--- config.mk ---
export PLATFORM = sky130hd
export DESIGN_NAME = param_parity_counter
export DESIGN_NICKNAME = d
export VERILOG_FILES = /design/src/rtl/param_parity_counter_pkg.sv /design/src/rtl/param_parity_counter_sat_wrap_counter.sv /design/src/rtl/param_parity_counter.sv
export SDC_FILE = /design/constraint.sdc
export NUM_CORES = 1
export LEC_CHECK = 0
export CAP_MARGIN = 20
export CORE_UTILIZATION = 29
export CTS_BUF_LIST = sky130_fd_sc_hd__clkbuf_16
export CTS_CLUSTER_SIZE = 30
export DETAILED_ROUTE_END_ITERATION = 10
export PLACE_DENSITY = 0.62
export SYNTH_ARGS = -nofsm -noshare
export SYNTH_HDL_FRONTEND = slang
export SYNTH_HIERARCHICAL = 1
export SYNTH_SLANG_ARGS = --single-unit
--- constraint.sdc ---
create_clock -name clk -period 4.9 [get_ports clk]
set_input_delay 0.98 -clock clk [delete_from_list [all_inputs] [get_ports clk]]
set_output_delay 0.98 -clock clk [all_outputs]
set_load 0.02 [all_outputs]
--- src/rtl/param_parity_counter_pkg.sv ---
// Shared encodings for the parity-aware counter slice.
//   DIR_UP / DIR_DOWN   : values of the dir input.
//   MODE_WRAP / MODE_SAT: values of the sat_mode input.
package param_parity_counter_pkg;

  localparam logic DIR_UP    = 1'b1;
  localparam logic DIR_DOWN  = 1'b0;
  localparam logic MODE_WRAP = 1'b0;
  localparam logic MODE_SAT  = 1'b1;

endpackage

--- src/rtl/param_parity_counter_sat_wrap_counter.sv ---
// Up-only event counter that either wraps from all-ones to zero or
// sticks at all-ones, depending on sat_mode.
// Ports:
//   clk, rst_n : clock, asynchronous active-low reset
//   clr        : synchronous clear (wins over inc)
//   inc        : count one event
//   sat_mode   : MODE_WRAP or MODE_SAT
//   q          : registered count
//   full       : q equals all-ones (combinational decode of q)
module sat_wrap_counter
  import param_parity_counter_pkg::*;
#(
  parameter int W = 4
) (
  input  logic         clk,
  input  logic         rst_n,
  input  logic         clr,
  input  logic         inc,
  input  logic         sat_mode,
  output logic [W-1:0] q,
  output logic         full
);

  localparam logic [W-1:0] ZERO_C     = {W{1'b0}};
  localparam logic [W-1:0] ONE_C      = W'(1);
  localparam logic [W-1:0] ALL_ONES_C = {W{1'b1}};

  logic [W-1:0] q_r;
  logic [W-1:0] q_nxt_s;

  // Next-state selection: clear, then increment with wrap/saturate at all-ones.
  always_comb begin
    q_nxt_s = q_r;
    if (clr) begin
      q_nxt_s = ZERO_C;
    end else if (inc) begin
      if (q_r == ALL_ONES_C) begin
        q_nxt_s = (sat_mode == MODE_WRAP) ? ZERO_C : ALL_ONES_C;
      end else begin
        q_nxt_s = q_r + ONE_C;
      end
    end else begin
      q_nxt_s = q_r;
    end
  end

  // Count register.
  always_ff @(posedge clk or negedge rst_n) begin
    if (!rst_n) begin
      q_r <= ZERO_C;
    end else begin
      q_r <= q_nxt_s;
    end
  end

  assign q    = q_r;
  assign full = (q_r == ALL_ONES_C);

endmodule

--- src/rtl/param_parity_counter.sv ---
// Programmable up/down counter (0..MAX_VAL) with clear, clamped load,
// wrap/saturate mode and a registered boundary flag, plus two event
// counters tallying enabled steps taken from an even / odd count value.
// Ports:
//   clk, rst_n          : clock, asynchronous active-low reset
//   en, clr, load       : step enable, sync clear, sync load (clr > load > en)
//   load_val            : load value, clamped to MAX_VAL
//   dir                 : DIR_UP / DIR_DOWN
//   sat_mode            : MODE_WRAP / MODE_SAT (all three counters)
//   count               : main count
//   even_count/odd_count: steps taken from even / odd count values
//   tc                  : high for the cycle after a boundary step
//   even_full/odd_full  : sub-counter at all-ones
module param_parity_counter
  import param_parity_counter_pkg::*;
#(
  parameter int WIDTH   = 6,
  parameter int MAX_VAL = 2**WIDTH - 1,
  parameter int EVEN_W  = 5,
  parameter int ODD_W   = 4
) (
  input  logic              clk,
  input  logic              rst_n,
  input  logic              en,
  input  logic              clr,
  input  logic              load,
  input  logic [WIDTH-1:0]  load_val,
  input  logic              dir,
  input  logic              sat_mode,
  output logic [WIDTH-1:0]  count,
  output logic [EVEN_W-1:0] even_count,
  output logic [ODD_W-1:0]  odd_count,
  output logic              tc,
  output logic              even_full,
  output logic              odd_full
);

  localparam logic [WIDTH-1:0] ZERO_C = {WIDTH{1'b0}};
  localparam logic [WIDTH-1:0] ONE_C  = WIDTH'(1);
  localparam logic [WIDTH-1:0] MAX_C  = WIDTH'(MAX_VAL);

  logic [WIDTH-1:0] count_r;
  logic             tc_r;
  logic [WIDTH-1:0] count_nxt_s;
  logic             tc_nxt_s;
  logic             step_s;
  logic             even_inc_s;
  logic             odd_inc_s;

  // Main count next state. The boundary is detected by comparing with
  // MAX_VAL / zero before stepping, so non power-of-two moduli work.
  always_comb begin
    count_nxt_s = count_r;
    tc_nxt_s    = 1'b0;
    step_s      = 1'b0;
    if (clr) begin
      count_nxt_s = ZERO_C;
    end else if (load) begin
      count_nxt_s = (load_val > MAX_C) ? MAX_C : load_val;
    end else if (en) begin
      step_s = 1'b1;
      case (dir)
        DIR_UP: begin
          if (count_r == MAX_C) begin
            tc_nxt_s    = 1'b1;
            count_nxt_s = (sat_mode == MODE_SAT) ? MAX_C : ZERO_C;
          end else begin
            count_nxt_s = count_r + ONE_C;
          end
        end
        DIR_DOWN: begin
          if (count_r == ZERO_C) begin
            tc_nxt_s    = 1'b1;
            count_nxt_s = (sat_mode == MODE_SAT) ? ZERO_C : MAX_C;
          end else begin
            count_nxt_s = count_r - ONE_C;
          end
        end
        default: begin
          count_nxt_s = count_r;
        end
      endcase
    end else begin
      count_nxt_s = count_r;
    end
  end

  // Exactly one sub-counter moves per step, chosen by the pre-step LSB,
  // even when saturation holds the main count.
  assign even_inc_s = step_s & ~count_r[0];
  assign odd_inc_s  = step_s &  count_r[0];

  // Main count and boundary flag registers.
  always_ff @(posedge clk or negedge rst_n) begin
    if (!rst_n) begin
      count_r <= ZERO_C;
      tc_r    <= 1'b0;
    end else begin
      count_r <= count_nxt_s;
      tc_r    <= tc_nxt_s;
    end
  end

  sat_wrap_counter #(.W(EVEN_W)) u_even (
    .clk      (clk),
    .rst_n    (rst_n),
    .clr      (clr),
    .inc      (even_inc_s),
    .sat_mode (sat_mode),
    .q        (even_count),
    .full     (even_full)
  );

  sat_wrap_counter #(.W(ODD_W)) u_odd (
    .clk      (clk),
    .rst_n    (rst_n),
    .clr      (clr),
    .inc      (odd_inc_s),
    .sat_mode (sat_mode),
    .q        (odd_count),
    .full     (odd_full)
  );

  assign count = count_r;
  assign tc    = tc_r;

endmodule

Yosys cells after proc, flatten, opt, wreduce, memory -nomap -nowiden --
Index checks and enable logic that the tools add are counted.
Cells by class: $add $sub $neg 4, multiply operators 0, div/mod/pow operators 0, magnitude comparators 1, equal/unequal tests 3, shifts and indexed selects 0, muxes and demuxes 26, bitwise operators 4, reductions and logical operators 4
Operators with widths (number):
- $mux W6 | 8
- $mux W5 | 4
- $mux W4 | 4
- $pmux W6 S2 | 1
- $mux W1 | 8
- $add A6 B1 Y6 const B | 1
- $eq A6 B6 Y1 const B | 1
- $gt A6 B6 Y1 const B | 1
- $logic_not A6 Y1 | 1
- $sub A6 B1 Y6 const B | 1
- $add A5 B1 Y5 const B | 1
- $eq A5 B5 Y1 const B | 1
- $add A4 B1 Y4 const B | 1
- $eq A4 B4 Y1 const B | 1
- $reduce_bool A2 Y1 | 2
- $reduce_bool A3 Y1 | 1
- $and A1 B1 Y1 | 2
- $not A1 Y1 | 2
- $pmux W1 S2 | 1
Word-level totals: flip-flop bits (word level) 16, bits in latches 0, RAM bits 0, ROM bits 0, input bits 13, output and inout bits 18, word-level logic and storage cells 46, memories kept 0

Longest topological paths before layout --
Gate-level depths: netlist of the first run.
word-level depth 6, mapped depth 8, mapped depth without buffers 7

Hierarchy --
The synthesis of the first run kept the hierarchy.
By module, submodules not included:
- param_parity_counter | instances 1, cells an instance 107, area each 802.0 um^2, sequential area each 175.2 um^2
- sat_wrap_counter (u_even) | instances 1, cells an instance 31, area each 294.0 um^2, sequential area each 125.1 um^2
- sat_wrap_counter (u_odd) | instances 1, cells an instance 25, area each 239.0 um^2, sequential area each 100.1 um^2

Worst setup path after synthesis of the first run --
Ideal clock, no wire load.
path kind reg2out, start reg u_even.q_r[0] (netlist: u_even/q[0]), end out even_full, data arrival time 1204 ps, required time 3920 ps, setup slack 2716 ps, stages on the path, launching flop included 4, buffers on the path 0, cell sequence dfrtp_1 -> ha_1 -> and3_2 -> ha_1
Between the ends: longest elaborated chain between the ends 1
RTL lines:
- from (decl) | line param_parity_counter_sat_wrap_counter.sv:28 | logic [W-1:0] q_r;
- from (signal assigned) | line param_parity_counter_sat_wrap_counter.sv:52 | q_r <= q_nxt_s;
- $eq A5 B5 Y1 | line param_parity_counter_sat_wrap_counter.sv:57 | assign full = (q_r == ALL_ONES_C);
- to (decl) | line param_parity_counter.sv:34 | output logic even_full,
Every way passes these cells.

Worst setup path in the final report of the first run --
start in clr, end reg u_even.q_r[3] (netlist: u_even/q[3])
Between the ends: longest elaborated chain between the ends 3, elaborated cells on any way between the ends 4, those cells by class 2 x mux; 1 x bitwise; 1 x reduce/logical
RTL lines:
- from (decl) | line param_parity_counter.sv:25 | input logic clr,
- $mux W1 | line param_parity_counter.sv:56 | if (clr) begin
- $and A1 B1 Y1 | line param_parity_counter.sv:90 | assign even_inc_s = step_s & ~count_r[0];
- via even_inc_s | line param_parity_counter.sv:47 | logic even_inc_s;
- $reduce_bool A2 Y1 (no source line)
The timed path passes the listed nets, and every way through them passes these cells. A chain may end at the register's enable or synchronous reset.

==> reports/metrics.sh, run 1 <==
STATUS='finished, final reports clean'
LEAKAGEPOWER_nW=0.679
SYNTH_FLOP_CELL='sky130_fd_sc_hd__dfrtp_1'
FIN_SKEW_PS=2.88
CTS.REPORTEDPATHS.CLKPINSLEW_PS=50
GLOBALPLACE.CONGESTION=0.819
WORST_SKEW_PAIR.LATE_LATENCY_PS=240
SYNTH.AREA.MUX_SHARE_PCT=2.34
POST_DETAILED_ROUTE_COUNT_OF_ANTENNA_VIOLATING_NETS=0
BUFFER_PORTS.INSERTED=30
SYN_AREA_PER_CELL_UM2=8.19
GRT_FIRST_PASS_WIRELENGTH_MM=5.64
ROUTED-VIA-COUNT=1281
SYNTH_CELLS=163
DIE_WIDTH_UM=69.9
MAPPEDNETLISTAREA_UM2=1340
ROUTED_VIA_DENSITY=5.36
POST_CTS_HOLD_BUFFER_COUNT=0
GRTUSAGEMET2_PCT=22.6
SYNTH_ENABLE_FLOP_CELLS=0
SYNTHESIZED_AREA_FRACTION_OCCUPIED_BY_AND_OR_NAND_NOR_CELLS_PCT=26.4
SYNTH_TOP_AREA_SHARE_PCT=30.0
ROUTE.DETAILED.DRC=0
POST_ROUTE_CELLS_DRIVE_ABOVE_1_SHARE_PCT=10.2
R2R.WORST_PATH.CELLS=7
SYNTHTOLAYOUTAREAGROWTH_PCT=29.1
INITIAL_ANTENNA_VIOLATION_COUNT=0
CTS_SINKS=16
SHORTEST_CLOCK_PERIOD_THE_WORST_PATH_ALLOWS_AFTER_LAYOUT_PS=3140
WORST_HOLD_PATH.NUM_CELLS=2
WORSTPATHARRIVAL_PS=3290
ANTENNADIODECOUNT=0
TIMING.FMAX_MHz=319
FINAL-INSTANCE-COUNT-EXCL-FILL=239
FILLERINSTANCES=443
GRT_PASS1_VIAS=1174
DETAILED_PLACE_HPWL_MM=2.46
NUM_IO_PINS=31
SYNTHESIS.NETS=182
SYNTH_XOR_XNOR_AREA_SHARE_PCT=0
CP.REQUIRED_PS=5050
REPORT.FINAL.SETUP_VIOL=0
INITIAL_STANDARD_CELL_UTILIZATION_OF_THE_CORE_PCT=30.5
POWER_DENSITY_nW_PER_UM2=240
POST_SYNTH_MAIN_AREA_CONTRIBUTORS='sky130_fd_sc_hd__dfrtp_1 (30%), sky130_fd_sc_hd__a21oi_1 (7.5%), sky130_fd_sc_hd__ha_1 (5.6%)'
SYNTH_COMPOUND_AREA_SHARE_PCT=28.6
VDD_DROP_MAX_mV=0.120
DIE_HEIGHT_UM=69.9
FIN_TNS_SETUP_PS=0
PERIOD_UTILIZATION_PCT=64.0
SYNTH_TOP_FAMILY_BY_AREA='compound AO/OA/AOI/OAI gates'
POSTSYNTH.ASYNCRESETSHARE_PCT=100
SYNTHESIS_STAGE_REGISTER_BIT_COUNT=16
GRTUSAGEMET1_PCT=20.2
TIMING.HOLD.WORST.CLASS='reg -> reg'
GRT_MAX_DEGREE=21
FINISH.INSTANCE_AREA_UM2=1720
DESIGN.FINAL.NETS=208
SLEW_WORST_PIN_PS=728
PLACE_INST=236
GRT_OVERFLOW_TOTAL=0
CORE_AREA_UM2=4380
CTS_TREE='yes'
SYNTH.DISTINCT_CELLS=46
ENDPOINT_KIND='flip-flop'
BUFFER_CELL_DRIVING_THE_CLOCK_TREE_ROOT='sky130_fd_sc_hd__clkbuf_16'
UTILIZATION_PCT=39.3
GROUTE.LAYER.MET3.USAGE_PCT=1.15
MULTI_INPUT_AREA_UM2=841
DRT_PRE_ANTENNA_ITERS=4
POST_DRT_WL_PER_CELL_UM=14.1
CRITPATHMAXFANOUT=17
GLOBALROUTE.BUSIESTLAYER='met2'
RELSLEWSLACK_PCT=51.3
RSZ0062_AT_GRT='false'
CLOCK_PATH_BUFFERS=2
FINALHOLDVIOLATIONS=0
PLACE_AREA_UM2=1650
DRT_TOTAL_WL_MM=3.36
FINAL-MAX-SLEW-VIOLATION-COUNT=0
CRITICALPATHCATEGORY='in -> reg'
CTS.REPAIR.RESIZED=0
CTS_POST_SETUP_BUFFERS_INSERTED=0
SITE_ROWS=24
POST-SYNTH-TOP-AREA-CELL='sky130_fd_sc_hd__dfrtp_1'
MAX_CAP_VIOL_COUNT=0
H_TREE_DEPTH=1
DRT-INITIAL-DRC-COUNT=109
AREA_OF_THE_DIE_UM2=4880
SYNTH.YOSYS.SEQ_AREA_SHARE_PCT=30.0
REGISTER_CELL_AREA_AFTER_LAYOUT_UM2=400
GROUTE.USAGE.OVERALL_PCT=13.9
CTS_INSERTED_BUFFERS=3
TIMING.CRITICAL_PATH.FROM_TYPE='input pin'
YOSYS_WARNINGS=6
SYNTH_ADDER_AREA_SHARE_PCT=5.62
cell usage after synthesis (3+ instances only):
cell	instances
sky130_fd_sc_hd__nand3_1	8
sky130_fd_sc_hd__o21ai_0	9
sky130_fd_sc_hd__nor2_1	17
sky130_fd_sc_hd__a211oi_1	4
sky130_fd_sc_hd__nand3b_1	3
sky130_fd_sc_hd__nand2_1	12
sky130_fd_sc_hd__nor3_1	3
sky130_fd_sc_hd__buf_2	5
sky130_fd_sc_hd__inv_1	10
sky130_fd_sc_hd__a21oi_1	20
sky130_fd_sc_hd__dfrtp_1	16
sky130_fd_sc_hd__a31oi_1	3
sky130_fd_sc_hd__o211ai_1	4
sky130_fd_sc_hd__ha_1	6
worst max-delay path: stages:
cell,delay [ps]
sky130_fd_sc_hd__clkdlybuf4s50_1,730
sky130_fd_sc_hd__nor2_1,320
sky130_fd_sc_hd__nand2_1,160
sky130_fd_sc_hd__nor2_1,470
sky130_fd_sc_hd__or4b_1,480
sky130_fd_sc_hd__a31oi_1,140
power breakdown:
group	switching, mW	internal [mW]
sequential	0.0162	0.139
combinational	0.0563	0.0488
clock	0.0474	0.107
final timing paths:
kind	start	end	slack, ps
min reg2reg	u_even/q[4]	u_even/q[4]	590
max reg2reg	count[0]	count[2]	2710
max	clr	u_even/q[3]	1760
min in group asynchronous	rst_n	u_odd/q[2]	1170
max in group asynchronous	rst_n	count[0]	3260
min	u_even/q[4]	u_even/q[4]	590
sequential cells by signal, indices dropped and copies added (netlist names):
| register | cells |
|---|---|
| count | 6 |
| tc | 1 |
| u_even/q | 5 |
| u_odd/q | 4 |
stage by stage:
step	worst slack [ps]	hold slack [ps]	power, mW
CTS	1800	596	0.419
floorplan	2720	645	0.222
global placement	1630	589	0.262
global route	1550	622	0.436
detailed placement	1520	588	0.262
finish	1760	592	0.414
final cells by class:
cell class              count  share of cell area [%]
repair buffers             30                    17.4
inverters                  11                    2.47
clock buffers               3                    4.35
multi-input cells         127                    48.8
well taps                  52                    3.77
flip-flops and latches     16                    23.2
cells by family after synthesis:
family	count (synthesis)
AOI/OAI and AO/OA	55
DFF	16
adders and majority gates	6
muxes	3
buffers and inverters	20
and+or+nand+nor	63
layer usage:
metal / up-vias / part of all wire (%)
met3: 0 / 3.3
met5: - / 0
met4: 0 / 0
li1: 648 / -
met1: 611 / 51
met2: 22 / 45
cell usage in the layout, fill, tap and decap left out, types with 2 or more instances in the layout:
cell,synthesis,routed
sky130_fd_sc_hd__o31ai_2,2,2
sky130_fd_sc_hd__nor2_1,17,17
sky130_fd_sc_hd__a31oi_1,3,3
sky130_fd_sc_hd__inv_1,10,10
sky130_fd_sc_hd__clkbuf_16,0,3
sky130_fd_sc_hd__nand3_2,2,2
sky130_fd_sc_hd__a311oi_1,2,2
sky130_fd_sc_hd__nand2_2,2,2
sky130_fd_sc_hd__nand2b_1,2,2
sky130_fd_sc_hd__nand3_1,8,8
sky130_fd_sc_hd__dfrtp_1,16,16
sky130_fd_sc_hd__a21oi_1,20,20
sky130_fd_sc_hd__o211ai_1,4,4
sky130_fd_sc_hd__o21ai_0,9,9
sky130_fd_sc_hd__nand3b_1,3,3
sky130_fd_sc_hd__o21ai_1,2,2
sky130_fd_sc_hd__a221oi_2,2,2
sky130_fd_sc_hd__and3_1,2,2
sky130_fd_sc_hd__clkdlybuf4s50_1,0,30
sky130_fd_sc_hd__nand2_1,12,12
sky130_fd_sc_hd__a211oi_1,4,4
sky130_fd_sc_hd__ha_1,6,6
sky130_fd_sc_hd__nor3_1,3,3
sky130_fd_sc_hd__mux2i_1,2,2
sky130_fd_sc_hd__nor3b_1,2,2
No activity file was read; power rests on OpenSTA's default activity.
==> run 2: changes to the inputs <==
==> constraint.sdc (replaced) <==
create_clock -name clk -period 3 [get_ports clk]
set_input_delay 0.6 -clock clk [delete_from_list [all_inputs] [get_ports clk]]
set_output_delay 0.6 -clock clk [all_outputs]
set_load 0.02 [all_outputs]
==> run 2 against run 1 <==
Critical path depth fell by 2. Worst hold slack got worse by 11 ps. Clock-buffer cell count unchanged. Sequential power rose by 63%. Critical path type is now reg -> out. Sequential share of layout area decreased by 0.64 points. Core utilization increased by 1.1 points. Setup slack worse by 1300 ps. Final area grew 2.8%. Flip-flop and latch count unchanged. First-iteration DRC count is 28% higher. Highest routed layer is now met4. Power up 68%. Final cell count is 2.9% higher.
==> reports/metrics.sh, run 2 (synthesized netlist as in run 1, its figures left out) <==
RELSLEWSLACK_PCT=50.2
CTS_INSERTED_BUFFERS=3
DRT_PRE_ANTENNA_ITERS=4
SHORTEST_CLOCK_PERIOD_THE_WORST_PATH_ALLOWS_AFTER_LAYOUT_PS=2550
ANTENNADIODECOUNT=0
WORST_SKEW_PAIR.LATE_LATENCY_PS=250
DRT_TOTAL_WL_MM=3.47
ROUTED-VIA-COUNT=1351
RSZ0062_AT_GRT='false'
CRITPATHMAXFANOUT=7
REGISTER_CELL_AREA_AFTER_LAYOUT_UM2=400
INITIAL_ANTENNA_VIOLATION_COUNT=0
BUFFER_PORTS.INSERTED=30
FINAL-MAX-SLEW-VIOLATION-COUNT=0
FIN_TNS_SETUP_PS=0
LEAKAGEPOWER_nW=0.710
DRT-INITIAL-DRC-COUNT=139
SLEW_WORST_PIN_PS=745
GRT_PASS1_VIAS=1213
TIMING.HOLD.WORST.CLASS='reg -> reg'
CTS.REPORTEDPATHS.CLKPINSLEW_PS=50
DETAILED_PLACE_HPWL_MM=2.51
POWER_DENSITY_nW_PER_UM2=393
BUFFER_CELL_DRIVING_THE_CLOCK_TREE_ROOT='sky130_fd_sc_hd__clkbuf_16'
INITIAL_STANDARD_CELL_UTILIZATION_OF_THE_CORE_PCT=30.5
LAYOUT_COMMON_CELLS='sky130_fd_sc_hd__clkdlybuf4s50_1 (30), sky130_fd_sc_hd__a21oi_1 (20), sky130_fd_sc_hd__nor2_1 (17)'
FIN_SKEW_PS=1.38
CTS.REPAIR.RESIZED=0
POWER_FRAC_CLOCK_PCT=38.4
R2R.WORST_PATH.CELLS=7
TIMING.FMAX_MHz=392
FILLERINSTANCES=452
ROUTE.DETAILED.DRC=0
ROUTED_VIA_DENSITY=5.49
POST_ROUTE_CELLS_DRIVE_ABOVE_1_SHARE_PCT=12.9
PWR-SHARE-COMB_PCT=25.4
SITE_ROWS=24
REPORT.FINAL.SETUP_VIOL=0
ENDPOINT_KIND='output pin'
NETSWITCHINGPOWER_uW=210
WORSTPATHARRIVAL_PS=1950
FIN_TOTAL_PWR_uW=697
GLOBALPLACE.CONGESTION=0.861
DESIGN.FINAL.NETS=214
GRT_OVERFLOW_TOTAL=0
LARGEST_REGISTER_FF_COUNT=6
MULTI_INPUT_AREA_UM2=841
NUM_IO_PINS=31
POST_CTS_HOLD_BUFFER_COUNT=0
PERIOD_UTILIZATION_PCT=85.1
WORST_HOLD_PATH.NUM_CELLS=2
AREA_OF_THE_DIE_UM2=4880
GROUTE.USAGE.OVERALL_PCT=14.8
INTERNAL_POWER_uW=487
POST_DETAILED_ROUTE_COUNT_OF_ANTENNA_VIOLATING_NETS=0
DIE_WIDTH_UM=69.9
CP.REQUIRED_PS=2400
GRT_FIRST_PASS_WIRELENGTH_MM=5.84
CTS_TREE='yes'
VDD_DROP_MAX_mV=0.163
GRT_MAX_DEGREE=17
CLOCK_PATH_BUFFERS=2
CTS_POST_SETUP_BUFFERS_INSERTED=0
STATUS='finished, final reports clean'
MAX_CAP_VIOL_COUNT=0
CRITICALPATHCATEGORY='reg -> out'
SYNTHTOLAYOUTAREAGROWTH_PCT=32.8
CTS_SINKS=16
DIE_HEIGHT_UM=69.9
TIMING.CRITICAL_PATH.FROM_TYPE='flip-flop'
MOSTFREQUENTLAYOUTCELL='sky130_fd_sc_hd__clkdlybuf4s50_1'
SEQ_POWER_SHARE_PCT=36.2
H_TREE_DEPTH=1
CORE_AREA_UM2=4380
POST_DRT_WL_PER_CELL_UM=14.1
FINALHOLDVIOLATIONS=0
SWITCHING_SHARE_PCT=30.1
[run 2: area by class of cell]
type	instances	share of cell area, %
tap	52	3.67
sequential	16	22.6
clock buffer	3	4.23
timing repair buffer	36	19.5
multi-input combinational	127	47.4
inverter	11	2.40
clock inverter	1	0.212
[run 2: metrics by stage]
| step | utilization [%] | instance area (µm²) | setup WS (ps) | hold slack, ps | instances |
|---|---|---|---|---|---|
| 2_1_floorplan | - | 1340 | 1070 | 304 | 163 |
| 3_3_place_gp | 38.6 | 1690 | 726 | 576 | 242 |
| 3_5_place_dp | 38.6 | 1690 | 680 | 580 | 242 |
| 4_1_cts | 40.4 | 1770 | 433 | 587 | 246 |
| 5_1_grt | 40.4 | 1770 | 305 | 610 | 246 |
| 6_report | 40.4 | 1770 | 446 | 581 | 246 |
[run 2: power by group through the flow]
stage / Combinational, mW / Clock [mW] / Sequential, mW
floorplan: 0.108 / 0 / 0.255
global placement: 0.178 / 0 / 0.257
detailed placement: 0.177 / 0 / 0.256
CTS: 0.178 / 0.275 / 0.252
global route: 0.196 / 0.284 / 0.255
finish: 0.177 / 0.268 / 0.252
[run 2: metal layers]
layer / routed length [µm] / up-vias / global-route usage, %
met5: 0 / - / 0
met4: 48 / 0 / 5.33
met3: 197 / 5 / 2.16
met2: 1550 / 47 / 22.0
met1: 1680 / 634 / 21.8
li1: - / 665 / -
[run 2: worst paths after layout]
check | from | to | slack [ps]
worst max register to register | count[0] | count[2] | 900
min in group asynchronous | rst_n | u_odd/q[2] | 790
worst min-delay path | u_even/q[4] | u_even/q[4] | 580
worst min register to register | u_even/q[4] | u_even/q[4] | 580
max in group asynchronous | rst_n | tc | 1740
worst max-delay path | u_even/q[0] | even_full | 450
[run 2: worst max-delay path: stages, from the launching register on]
cell and delay (ps):
sky130_fd_sc_hd__dfrtp_1 420, sky130_fd_sc_hd__ha_1 200, sky130_fd_sc_hd__and3_2 180, sky130_fd_sc_hd__ha_1 260, sky130_fd_sc_hd__clkdlybuf4s50_1 640
==> run 3: changes to the inputs <==
--- a/config.mk
+++ b/config.mk
@@ -5,7 +5,9 @@
 export SDC_FILE = /design/constraint.sdc
 export NUM_CORES = 1
 export LEC_CHECK = 0
+export ABC_AREA = 1
 export CAP_MARGIN = 20
+export CORE_MARGIN = 3
 export CORE_UTILIZATION = 29
 export CTS_BUF_LIST = sky130_fd_sc_hd__clkbuf_16
 export CTS_CLUSTER_SIZE = 30
==> run 3 against run 2 <==
Die area is 10% higher. Power fell by 6.0%. First-iteration DRC count fell by 65%. Worst hold slack lost 34 ps. Via count down 5.0%. Non-clock buffer count is 6 lower. Sequential power hardly changed. Sequential share of layout area grew 0.64 points. Clock power fell by 6%. Critical path type unchanged. Highest routed layer unchanged.
==> reports/metrics.sh, run 3 <==
STATUS='finished, final reports clean'
SYNTH_ENABLE_FLOP_CELLS=0
POST_DRT_WL_PER_CELL_UM=10.6
GRT_MAX_DEGREE=17
ROUTED-VIA-COUNT=1283
PLACE_WS_PS=733
CTS.REPAIR.RESIZED=0
TIMING.CRITICAL_PATH.FROM_TYPE='flip-flop'
GRT_PASS1_VIAS=1191
DIE_HEIGHT_UM=73.4
SETUP_WS_PS=484
FINAL-INSTANCE-COUNT-EXCL-FILL=283
INITIAL_STANDARD_CELL_UTILIZATION_OF_THE_CORE_PCT=31.5
H_TREE_DEPTH=1
SYNTHTOPCELLSBYCOUNT='sky130_fd_sc_hd__nand2_1 (74), sky130_fd_sc_hd__inv_1 (27), sky130_fd_sc_hd__nor2_1 (18)'
POWER_FRAC_CLOCK_PCT=38.2
MAPPEDNETLISTAREA_UM2=1320
GROUTE.USAGE.OVERALL_PCT=12.4
GRT_FIRST_PASS_WIRELENGTH_MM=5.29
PWR-SHARE-COMB_PCT=23.8
SWITCHING_SHARE_PCT=28.1
BUFFER_CELL_DRIVING_THE_CLOCK_TREE_ROOT='sky130_fd_sc_hd__clkbuf_16'
RELSLEWSLACK_PCT=52.8
HOLDWS_PS=547
POST-SYNTH-TOP-AREA-CELL='sky130_fd_sc_hd__dfrtp_1'
SYN_AREA_PER_CELL_UM2=6.52
DETAILED_PLACE_HPWL_MM=2.44
TIMING.CRITICAL_PATH.SLOWEST_STAGE_CELL='sky130_fd_sc_hd__clkdlybuf4s50_1'
TIMING.CRITICAL_PATH.SLOWEST_CELL_DELAY_PS=640
POST_DETAILED_ROUTE_COUNT_OF_ANTENNA_VIOLATING_NETS=0
MOSTFREQUENTLAYOUTCELL='sky130_fd_sc_hd__nand2_1'
PLACE_INST=279
GLOBALPLACE.CONGESTION=0.915
WORST_SKEW_PAIR.LATE_LATENCY_PS=240
LEAKAGEPOWER_nW=0.876
PERIOD_UTILIZATION_PCT=83.9
LAYOUT_COMMON_CELLS='sky130_fd_sc_hd__nand2_1 (74), sky130_fd_sc_hd__clkdlybuf4s50_1 (30), sky130_fd_sc_hd__inv_1 (27)'
SYNTH.DISTINCT_CELLS=25
NUM_IO_PINS=31
SYNTHTOLAYOUTAREAGROWTH_PCT=31.0
SLEW_WORST_PIN_PS=706
FIN_TNS_SETUP_PS=0
CTS_POST_SETUP_BUFFERS_INSERTED=0
SYNTH.MOST_COMMON_CELL='sky130_fd_sc_hd__nand2_1'
POSTSYNTH.ASYNCRESETSHARE_PCT=100
GRT_OVERFLOW_TOTAL=0
FIN_SKEW_PS=2.11
SYNTH_FLOP_CELL='sky130_fd_sc_hd__dfrtp_1'
SYNTH.YOSYS.SEQ_AREA_SHARE_PCT=30.4
TIMING.HOLD.WORST.CLASS='reg -> reg'
PLACE_AREA_UM2=1650
FINISH.INSTANCE_AREA_UM2=1720
CTS_SINKS=16
CLOCK_PATH_BUFFERS=2
REPORT.FINAL.SETUP_VIOL=0
POST_SYNTH_MAIN_AREA_CONTRIBUTORS='sky130_fd_sc_hd__dfrtp_1 (30%), sky130_fd_sc_hd__nand2_1 (21%), sky130_fd_sc_hd__inv_1 (7.7%)'
ANTENNADIODECOUNT=0
CP.REQUIRED_PS=2400
CTS_INSERTED_BUFFERS=3
RSZ0062_AT_GRT='false'
AREA_OF_THE_DIE_UM2=5380
CORE_AREA_UM2=4170
UTILIZATION_PCT=41.3
DRT-INITIAL-DRC-COUNT=48
TIMING.FMAX_MHz=397
BUFFER_PORTS.INSERTED=30
LARGEST_REGISTER_FF_COUNT=6
VDD_DROP_MAX_mV=0.231
CRITICALPATHCATEGORY='reg -> out'
SYNTH_TOP_AREA_SHARE_PCT=30.4
SEQ_POWER_SHARE_PCT=37.9
POST_CTS_HOLD_BUFFER_COUNT=0
CRITPATHMAXFANOUT=6
SYNTH_CELLS=202
FILLERINSTANCES=448
TIMING.CRITICAL_PATH.CELLS='ha_1, nand2_1, nor2_1, ha_1, clkdlybuf4s50_1'
FINAL-MAX-SLEW-VIOLATION-COUNT=0
DRT_TOTAL_WL_MM=3.00
SYNTHESIS_STAGE_REGISTER_BIT_COUNT=16
MAX_CAP_VIOL_COUNT=0
ROUTE.DETAILED.DRC=0
DIE_WIDTH_UM=73.4
SHORTEST_CLOCK_PERIOD_THE_WORST_PATH_ALLOWS_AFTER_LAYOUT_PS=2520
DRT_PRE_ANTENNA_ITERS=4
NETSWITCHINGPOWER_uW=184
WORSTPATHARRIVAL_PS=1920
SYNTHESIS.NETS=221
SITE_ROWS=23
POST_ROUTE_CELLS_DRIVE_ABOVE_1_SHARE_PCT=10.3
CTS_TREE='yes'
INTERNAL_POWER_uW=471
ROUTED_VIA_DENSITY=4.53
YOSYS_WARNINGS=6
INITIAL_ANTENNA_VIOLATION_COUNT=0
CTS.REPORTEDPATHS.CLKPINSLEW_PS=50
DESIGN.FINAL.NETS=253
ENDPOINT_KIND='output pin'
FIN_TOTAL_PWR_uW=655
FINALHOLDVIOLATIONS=0
CRITPATHMOSTFREQUENTCELL='sky130_fd_sc_hd__ha_1'
POWER_DENSITY_nW_PER_UM2=380
[run 3: cell count changes in the layout (fill, tap and decap cells not counted), moves of 6 or more]
| cell | delta |
|---|---|
| sky130_fd_sc_hd__inv_2 | +6 |
| sky130_fd_sc_hd__a21oi_1 | -18 |
| sky130_fd_sc_hd__nand2_1 | +62 |
| sky130_fd_sc_hd__inv_1 | +17 |
| sky130_fd_sc_hd__buf_4 | -6 |
[run 3: power by group through the flow]
| stage | clock network (mW) | logic [mW] | registers [mW] |
|---|---|---|---|
| 2_1_floorplan | 0 | 0.105 | 0.250 |
| 3_3_place_gp | 0 | 0.156 | 0.252 |
| 4_1_cts | 0.260 | 0.158 | 0.249 |
| 6_report | 0.251 | 0.156 | 0.249 |
| 3_5_place_dp | 0 | 0.157 | 0.252 |
| 5_1_grt | 0.270 | 0.177 | 0.251 |
[run 3: metal layers]
metal / track usage (%) / vias to the layer above / share of wire, %
li1: - / 688 / -
met1: 16.4 / 572 / 47
met2: 20.4 / 19 / 48
met3: 3.28 / 4 / 4.3
met4: 2.21 / 0 / 0.63
met5: 0 / - / 0
[run 3: worst paths after layout]
path,start,end,slack [ps],cells past startpoint
setup / recovery,u_even/q[1],even_full,480,5
hold / removal,u_even/q[3],u_even/q[3],550,2
setup reg to reg,u_even/q[1],u_even/q[2],1400,7
hold reg to reg,u_even/q[3],u_even/q[3],550,2
max in group asynchronous,rst_n,count[0],1770,1
min in group asynchronous,rst_n,count[4],790,1
[run 3: kinds of logic after synthesis]
family	share of synthesized area (%)
and+or+nand+nor	40.9
buffers and inverters	12.0
AOI/OAI and AO/OA	8.37
DFF	30.4
adders and majority gates	5.70
xor gates and xnor gates	2.66
[run 3: final cells by class]
cell class                 instances  area [µm²]  area share (%)
clock buffer                       3        75.1            4.35
clock inverter                     1        3.75           0.218
inverter                          33         124            7.18
multi-input combinational        150         758            44.0
sequential                        16         400            23.2
tap                               50        62.6            3.63
timing repair buffer              30         300            17.4
[run 3: worst max-delay path, delay by kind of cell, from the launching register on]
kind | cells | cell delay, ps
fa+ha+maj | 2 | 470
buf+inv | 1 | 640
flops | 1 | 400
simple gates | 2 | 170
